### src/rtl/sobel_edge.sv
// -----------------------------------------------------------------------------
// sobel_edge
//
// Purpose:
//   Computes the Sobel gradient magnitude |Gx|+|Gy| of a 3x3 pixel window,
//   saturates it to 10 bits and thresholds it into a binary edge map. Column
//   and row position are tracked so that windows which straddle a line wrap
//   (first two columns) or the missing first two lines are masked to zero.
//   Three pipeline stages; one window accepted per clock when ien=1.
//
// Ports:
//   clk                      rising-edge clock
//   rst_n                    asynchronous active-low reset
//   aclr                     synchronous clear of position counters and the
//                            pipeline valid bits (frame start); beats ien
//   ien                      window valid
//   matrix_p11..matrix_p33   3x3 window, p11 oldest, p33 newest pixel
//   threshold                edge threshold, travels with its window
//   mag                      saturated |Gx|+|Gy| (0 when masked)
//   edge_o                   1 when mag >= threshold and pixel is not masked
//   edge_pix                 1023 when edge_o=1, else 0
//   oen                      output valid, ien delayed by 3 clocks
// -----------------------------------------------------------------------------
module sobel_edge #(
    parameter int IMG_W = 640,
    parameter int IMG_H = 480
) (
    input  logic       clk,
    input  logic       rst_n,
    input  logic       aclr,
    input  logic       ien,
    input  logic [9:0] matrix_p11,
    input  logic [9:0] matrix_p12,
    input  logic [9:0] matrix_p13,
    input  logic [9:0] matrix_p21,
    input  logic [9:0] matrix_p22,
    input  logic [9:0] matrix_p23,
    input  logic [9:0] matrix_p31,
    input  logic [9:0] matrix_p32,
    input  logic [9:0] matrix_p33,
    input  logic [9:0] threshold,
    output logic [9:0] mag,
    output logic       edge_o,
    output logic [9:0] edge_pix,
    output logic       oen
);

    localparam int DATA_W = 10;
    localparam int SUM_W  = DATA_W + 2;
    localparam int CW     = (IMG_W > 1) ? $clog2(IMG_W) : 1;
    localparam int RW     = (IMG_H > 1) ? $clog2(IMG_H) : 1;

    // a + 2*b + c, never overflows 12 bits for 10-bit inputs
    function automatic logic [SUM_W-1:0] sum121(input logic [DATA_W-1:0] a,
                                                input logic [DATA_W-1:0] b,
                                                input logic [DATA_W-1:0] c);
        return {2'b00, a} + {1'b0, b, 1'b0} + {2'b00, c};
    endfunction

    function automatic logic [SUM_W-1:0] absdiff(input logic [SUM_W-1:0] a,
                                                 input logic [SUM_W-1:0] b);
        logic signed [SUM_W:0] d;
        logic signed [SUM_W:0] n;
        d = $signed({1'b0, a}) - $signed({1'b0, b});
        n = -d;
        return (d < 0) ? n[SUM_W-1:0] : d[SUM_W-1:0];
    endfunction

    function automatic logic [DATA_W-1:0] sat10(input logic [SUM_W:0] s);
        return (s > (SUM_W+1)'(1023)) ? 10'd1023 : s[DATA_W-1:0];
    endfunction

    logic [CW-1:0]       col_q, col_d;
    logic [RW-1:0]       row_q, row_d;
    logic                mask_d;

    logic [SUM_W-1:0]    gxp_p1_q, gxn_p1_q, gyp_p1_q, gyn_p1_q;
    logic [DATA_W-1:0]   thr_p1_q;
    logic                msk_p1_q, vld_p1_q;

    logic [SUM_W-1:0]    ax_p2_q, ay_p2_q;
    logic [DATA_W-1:0]   thr_p2_q;
    logic                msk_p2_q, vld_p2_q;

    logic [DATA_W-1:0]   mag_q, pix_q, mag_d, mag_sat;
    logic                edge_q, edge_d, oen_q;

    // Position tracking: sampled on ien, then advanced; aclr has priority
    // and also discards a simultaneous ien.
    always_comb begin
        col_d  = col_q;
        row_d  = row_q;
        mask_d = (col_q < CW'(2)) || (row_q < RW'(2));
        if (aclr) begin
            col_d = '0;
            row_d = '0;
        end else if (ien) begin
            if (col_q == CW'(IMG_W - 1)) begin
                col_d = '0;
                row_d = (row_q == RW'(IMG_H - 1)) ? '0 : row_q + RW'(1);
            end else begin
                col_d = col_q + CW'(1);
            end
        end
    end

    always_comb begin
        mag_sat = sat10({1'b0, ax_p2_q} + {1'b0, ay_p2_q});
        mag_d   = msk_p2_q ? '0 : mag_sat;
        edge_d  = !msk_p2_q && (mag_sat >= thr_p2_q);
    end

    always_ff @(posedge clk or negedge rst_n) begin
        if (!rst_n) begin
            col_q    <= '0;
            row_q    <= '0;
            gxp_p1_q <= '0;
            gxn_p1_q <= '0;
            gyp_p1_q <= '0;
            gyn_p1_q <= '0;
            thr_p1_q <= '0;
            msk_p1_q <= 1'b0;
            vld_p1_q <= 1'b0;
            ax_p2_q  <= '0;
            ay_p2_q  <= '0;
            thr_p2_q <= '0;
            msk_p2_q <= 1'b0;
            vld_p2_q <= 1'b0;
            mag_q    <= '0;
            edge_q   <= 1'b0;
            pix_q    <= '0;
            oen_q    <= 1'b0;
        end else begin
            col_q    <= col_d;
            row_q    <= row_d;
            // stage 1: weighted column/row sums
            gxp_p1_q <= sum121(matrix_p13, matrix_p23, matrix_p33);
            gxn_p1_q <= sum121(matrix_p11, matrix_p21, matrix_p31);
            gyp_p1_q <= sum121(matrix_p31, matrix_p32, matrix_p33);
            gyn_p1_q <= sum121(matrix_p11, matrix_p12, matrix_p13);
            thr_p1_q <= threshold;
            msk_p1_q <= mask_d;
            vld_p1_q <= ien && !aclr;
            // stage 2: absolute gradients
            ax_p2_q  <= absdiff(gxp_p1_q, gxn_p1_q);
            ay_p2_q  <= absdiff(gyp_p1_q, gyn_p1_q);
            thr_p2_q <= thr_p1_q;
            msk_p2_q <= msk_p1_q;
            vld_p2_q <= vld_p1_q && !aclr;
            // stage 3: saturate, mask, threshold
            mag_q    <= mag_d;
            edge_q   <= edge_d;
            pix_q    <= edge_d ? 10'd1023 : 10'd0;
            oen_q    <= vld_p2_q && !aclr;
        end
    end

    assign mag      = mag_q;
    assign edge_o   = edge_q;
    assign edge_pix = pix_q;
    assign oen      = oen_q;

endmodule

### config.mk
export PLATFORM = sky130hd
export DESIGN_NAME = sobel_edge
export DESIGN_NICKNAME = d
export VERILOG_FILES = /design/src/rtl/sobel_edge.sv
export SDC_FILE = /design/constraint.sdc
export NUM_CORES = 1
export LEC_CHECK = 0
export CAP_MARGIN = 20
export CORE_UTILIZATION = 60
export DETAILED_ROUTE_END_ITERATION = 12
export PLACE_DENSITY_LB_ADDON = 0.25
export SLEW_MARGIN = 20
export SYNTH_ARGS = -nofsm -noshare
export SYNTH_HDL_FRONTEND = slang
export SYNTH_SLANG_ARGS = --single-unit
export TNS_END_PERCENT = 30
### constraint.sdc
create_clock -name clk -period 5.8 [get_ports clk]
set_input_delay 0.58 -clock clk [delete_from_list [all_inputs] [get_ports clk]]
set_output_delay 0.58 -clock clk [all_outputs]
set_load 0.01 [all_outputs]
==> impl_metrics.toml <==
[synthesis]
synth_cells = 794
synth_most_common_cell = "dfrtp_1"
yosys-mux-area-fraction_pct = 0.361
synthArstFlopShare_pct = 100
synth.top_cell.area_share_pct = 38.2
ys_ff_latch = 127
synthSimpleGateAreaFrac_pct = 10.5
synth-xor-area-share_pct = 8.96
ys_types = 52
synthAdderAreaFrac_pct = 24.5
netlist_area_um2 = 8310
yosysSeqAreaShare_pct = 38.2
yosys_warnings = 0
syn_area_per_cell_um2 = 10.5
syn_nets = 1035
synthFlopType = "dfrtp_1"
synth_compound_area_share_pct = 12.8
ys_top_cells_by_count = "127 x dfrtp_1, 94 x ha_1, 75 x inv_1"
synth_top_family_by_area = "adder cells"
yosysTopAreaCell = "dfrtp_1"
synth_area_leaders = "dfrtp_1 38%, ha_1 14%, fa_1 10%"
synth-edff-count = 0

[drt]
drc_errors = 0
avgViaCountPerCell = 5.45
ant_nets = 0
via_count = 6005
dr.pass1.iters = 5
wirelength_mm = 15.9
first_iter_violations = 273
wl_per_cell_um = 14.4

[die]
initial_core_util_pct = 62.0
io_pins = 126
die_w_um = 120
num_rows = 42
die_h_um = 120
dieArea_um2 = 14300
coreArea_um2 = 13400

[critical_path]
crit_top_cell = "a21o_1"
path_cells = "ha_1 > inv_1 > fa_1 > nor2b_1 > o21ai_0 > a21oi_1 > a211oi_1 > nor2_1 > mux2i_1 > and3_1 > buf_4 > and2_1 > ha_1 > nand2b_1 > a21o_1 > a21o_1 > a21o_1 > a21oi_1 > nor2b_1 > o211ai_1 > a221oi_1"
critPathBufInv = 2
critPathTopFamily = "compound AO/OA/AOI/OAI gates"
cpMaxStageDelayCell = "a211oi_1"
slowest_delay_ps = 370
start_kind = "flip-flop"
crit_start = "ax_p2_q[0]"
end_kind = "flip-flop"
cp_data_arrival_time_ps = 4340
required_ps = 6060
path_max_fanout = 20
criticalPathCategory = "flip-flop to flip-flop"
reg2reg_from = "ax_p2_q[0]"

[clock_tree]
clk_pin_slew_worst_paths_ps = 50
cts_resized = 0
post_cts_buffers = 0
cts.htree.levels = 4
clk_path_buf_depth = 2
hold_buffers = 0
cts_buffers = 17
root_buffer = "clkbuf_16"
clk-insertion-delay-late_ps = 400
numClockSinks = 127
cts_tree = "yes"

[power]
p_int_w = 0.00306
power_switching_w = 0.00195
power.share.clock_pct = 20.5
power.leakage_nw = 4.70
pwr-share-seq_pct = 24.1
sw_frac_of_total_pct = 38.9
cellPowerDensity_nw_per_um2 = 493
combPwrFrac_pct = 55.4
peakVddDrop_mv = 0.256

[finish]
drive_gt1_share_pct = 4.75
fin_nets = 1155
areaGrowthSynthToFinish_pct = 22.5
n_antenna_cell = 0
nFillCells = 868

[place]
dp_worst_setup_slack_ps = 1750
place.gp.congestion = 0.849
dpl.hpwl_mm = 12.7
port_buffers = 115

[global_routing]
antenna_found_initial = 0
busiest_layer = "met2"
met3_usage_pct = 4.28
track_usage_pct = 23.6
gr-total-overflow = 0
gr-usage-met1_pct = 26.4
grt_pass1_wl_mm = 27.0
globalRouteMet2Util_pct = 44.0
grt_pass1_vias = 6372
grt_max_degree = 78

[timing]
grt_setup_unrepaired = "false"
tightestPinTransition_ps = 883
drv_slew = 0
skew_ps = 7.17
hold_violations = 0
fin_ws_ps = 1720
max_freq_ghz = 0.245
setup_violations = 0
finalHoldWorstSlack_ps = 183
fin_crit_ps = 4080
tns_ps = 0
max_slew_margin_pct = 41.1
period_share_pct = 70.3

[worst_hold_path]
hold_path.class = "primary input to async pin"

[run_status]
status = "complete, no violations"

[flow_run]
cap_violations = 0
[sequential cells by signal, summed over array words and instances, names as in the netlist, 9 cells and up]
| register | cells |
|---|---|
| gxn_p1_q | 12 |
| col_q | 10 |
| row_q | 9 |
| gxp_p1_q | 12 |
| mag | 10 |
| gyn_p1_q | 12 |
| gyp_p1_q | 12 |
| ax_p2_q | 12 |
| thr_p1_q | 10 |
| thr_p2_q | 10 |
| ay_p2_q | 12 |
[kinds of logic after synthesis]
group	count (synthesis)
fa+ha+maj	137
xor+xnor	85
buf+inv	91
flops	127
compound gates	168
mux	3
simple gates	183
[metal layers]
layer / share of wire [%] / wire [µm] / vias up
met5: 0 / 0 / -
met4: 2.2 / 341 / 0
met3: 3.9 / 619 / 31
met2: 53 / 8340 / 187
met1: 41 / 6560 / 2848
li1: - / - / 2939
[layout by cell type, fill, tap and decap left out, drive strengths merged, types with 13 or more instances in the layout]
cell,instances
dfrtp,127
clkdlybuf4s50,114
ha,94
inv,75
xnor2,55
a21oi,55
nand2,54
nor2,53
fa,43
o21ai,41
xor2,30
a21o,23
clkbuf,21
nor2b,13
[power groups by stage]
stage          logic [W]  clock network (W)  registers, W
3_3_place_gp     0.00265                  0       0.00122
2_1_floorplan    0.00220                  0       0.00120
4_1_cts          0.00278            0.00105       0.00121
6_report         0.00278            0.00103       0.00121
3_5_place_dp     0.00274                  0       0.00122
5_1_grt          0.00311            0.00108       0.00123
[path summary, 6_finish.rpt]
path	cells after the start	slack (ps)	endpoint
max	21	1720	edge_pix[8]
min	1	180	thr_p2_q[1]
max reg2reg	21	1720	edge_pix[8]
min reg2reg	0	350	thr_p2_q[0]
max in group asynchronous	2	4320	gxp_p1_q[10]
min in group clk	0	350	thr_p2_q[0]
[layout make-up]
type                            count  area, µm²  area share, %
Multi-Input combinational cell    576       4750           46.6
Sequential cell                   127       3180           31.2
Timing Repair Buffer              117       1160           11.4
Clock buffer                       21        480           4.72
Inverter                           75        282           2.76
Tap cell                          176        220           2.16
Clock inverter                     10        111           1.09
[through the flow]
step	util, %	power [W]	area, µm²	instances
detailed placement	71.6	0.00396	9590	1071
finish	76.0	0.00502	10200	1102
floorplan	-	0.00340	8310	794
global placement	71.6	0.00387	9590	1071
global route	76.0	0.00542	10200	1102
CTS	76.0	0.00504	10200	1102
Power figures use the tool's default switching activity.
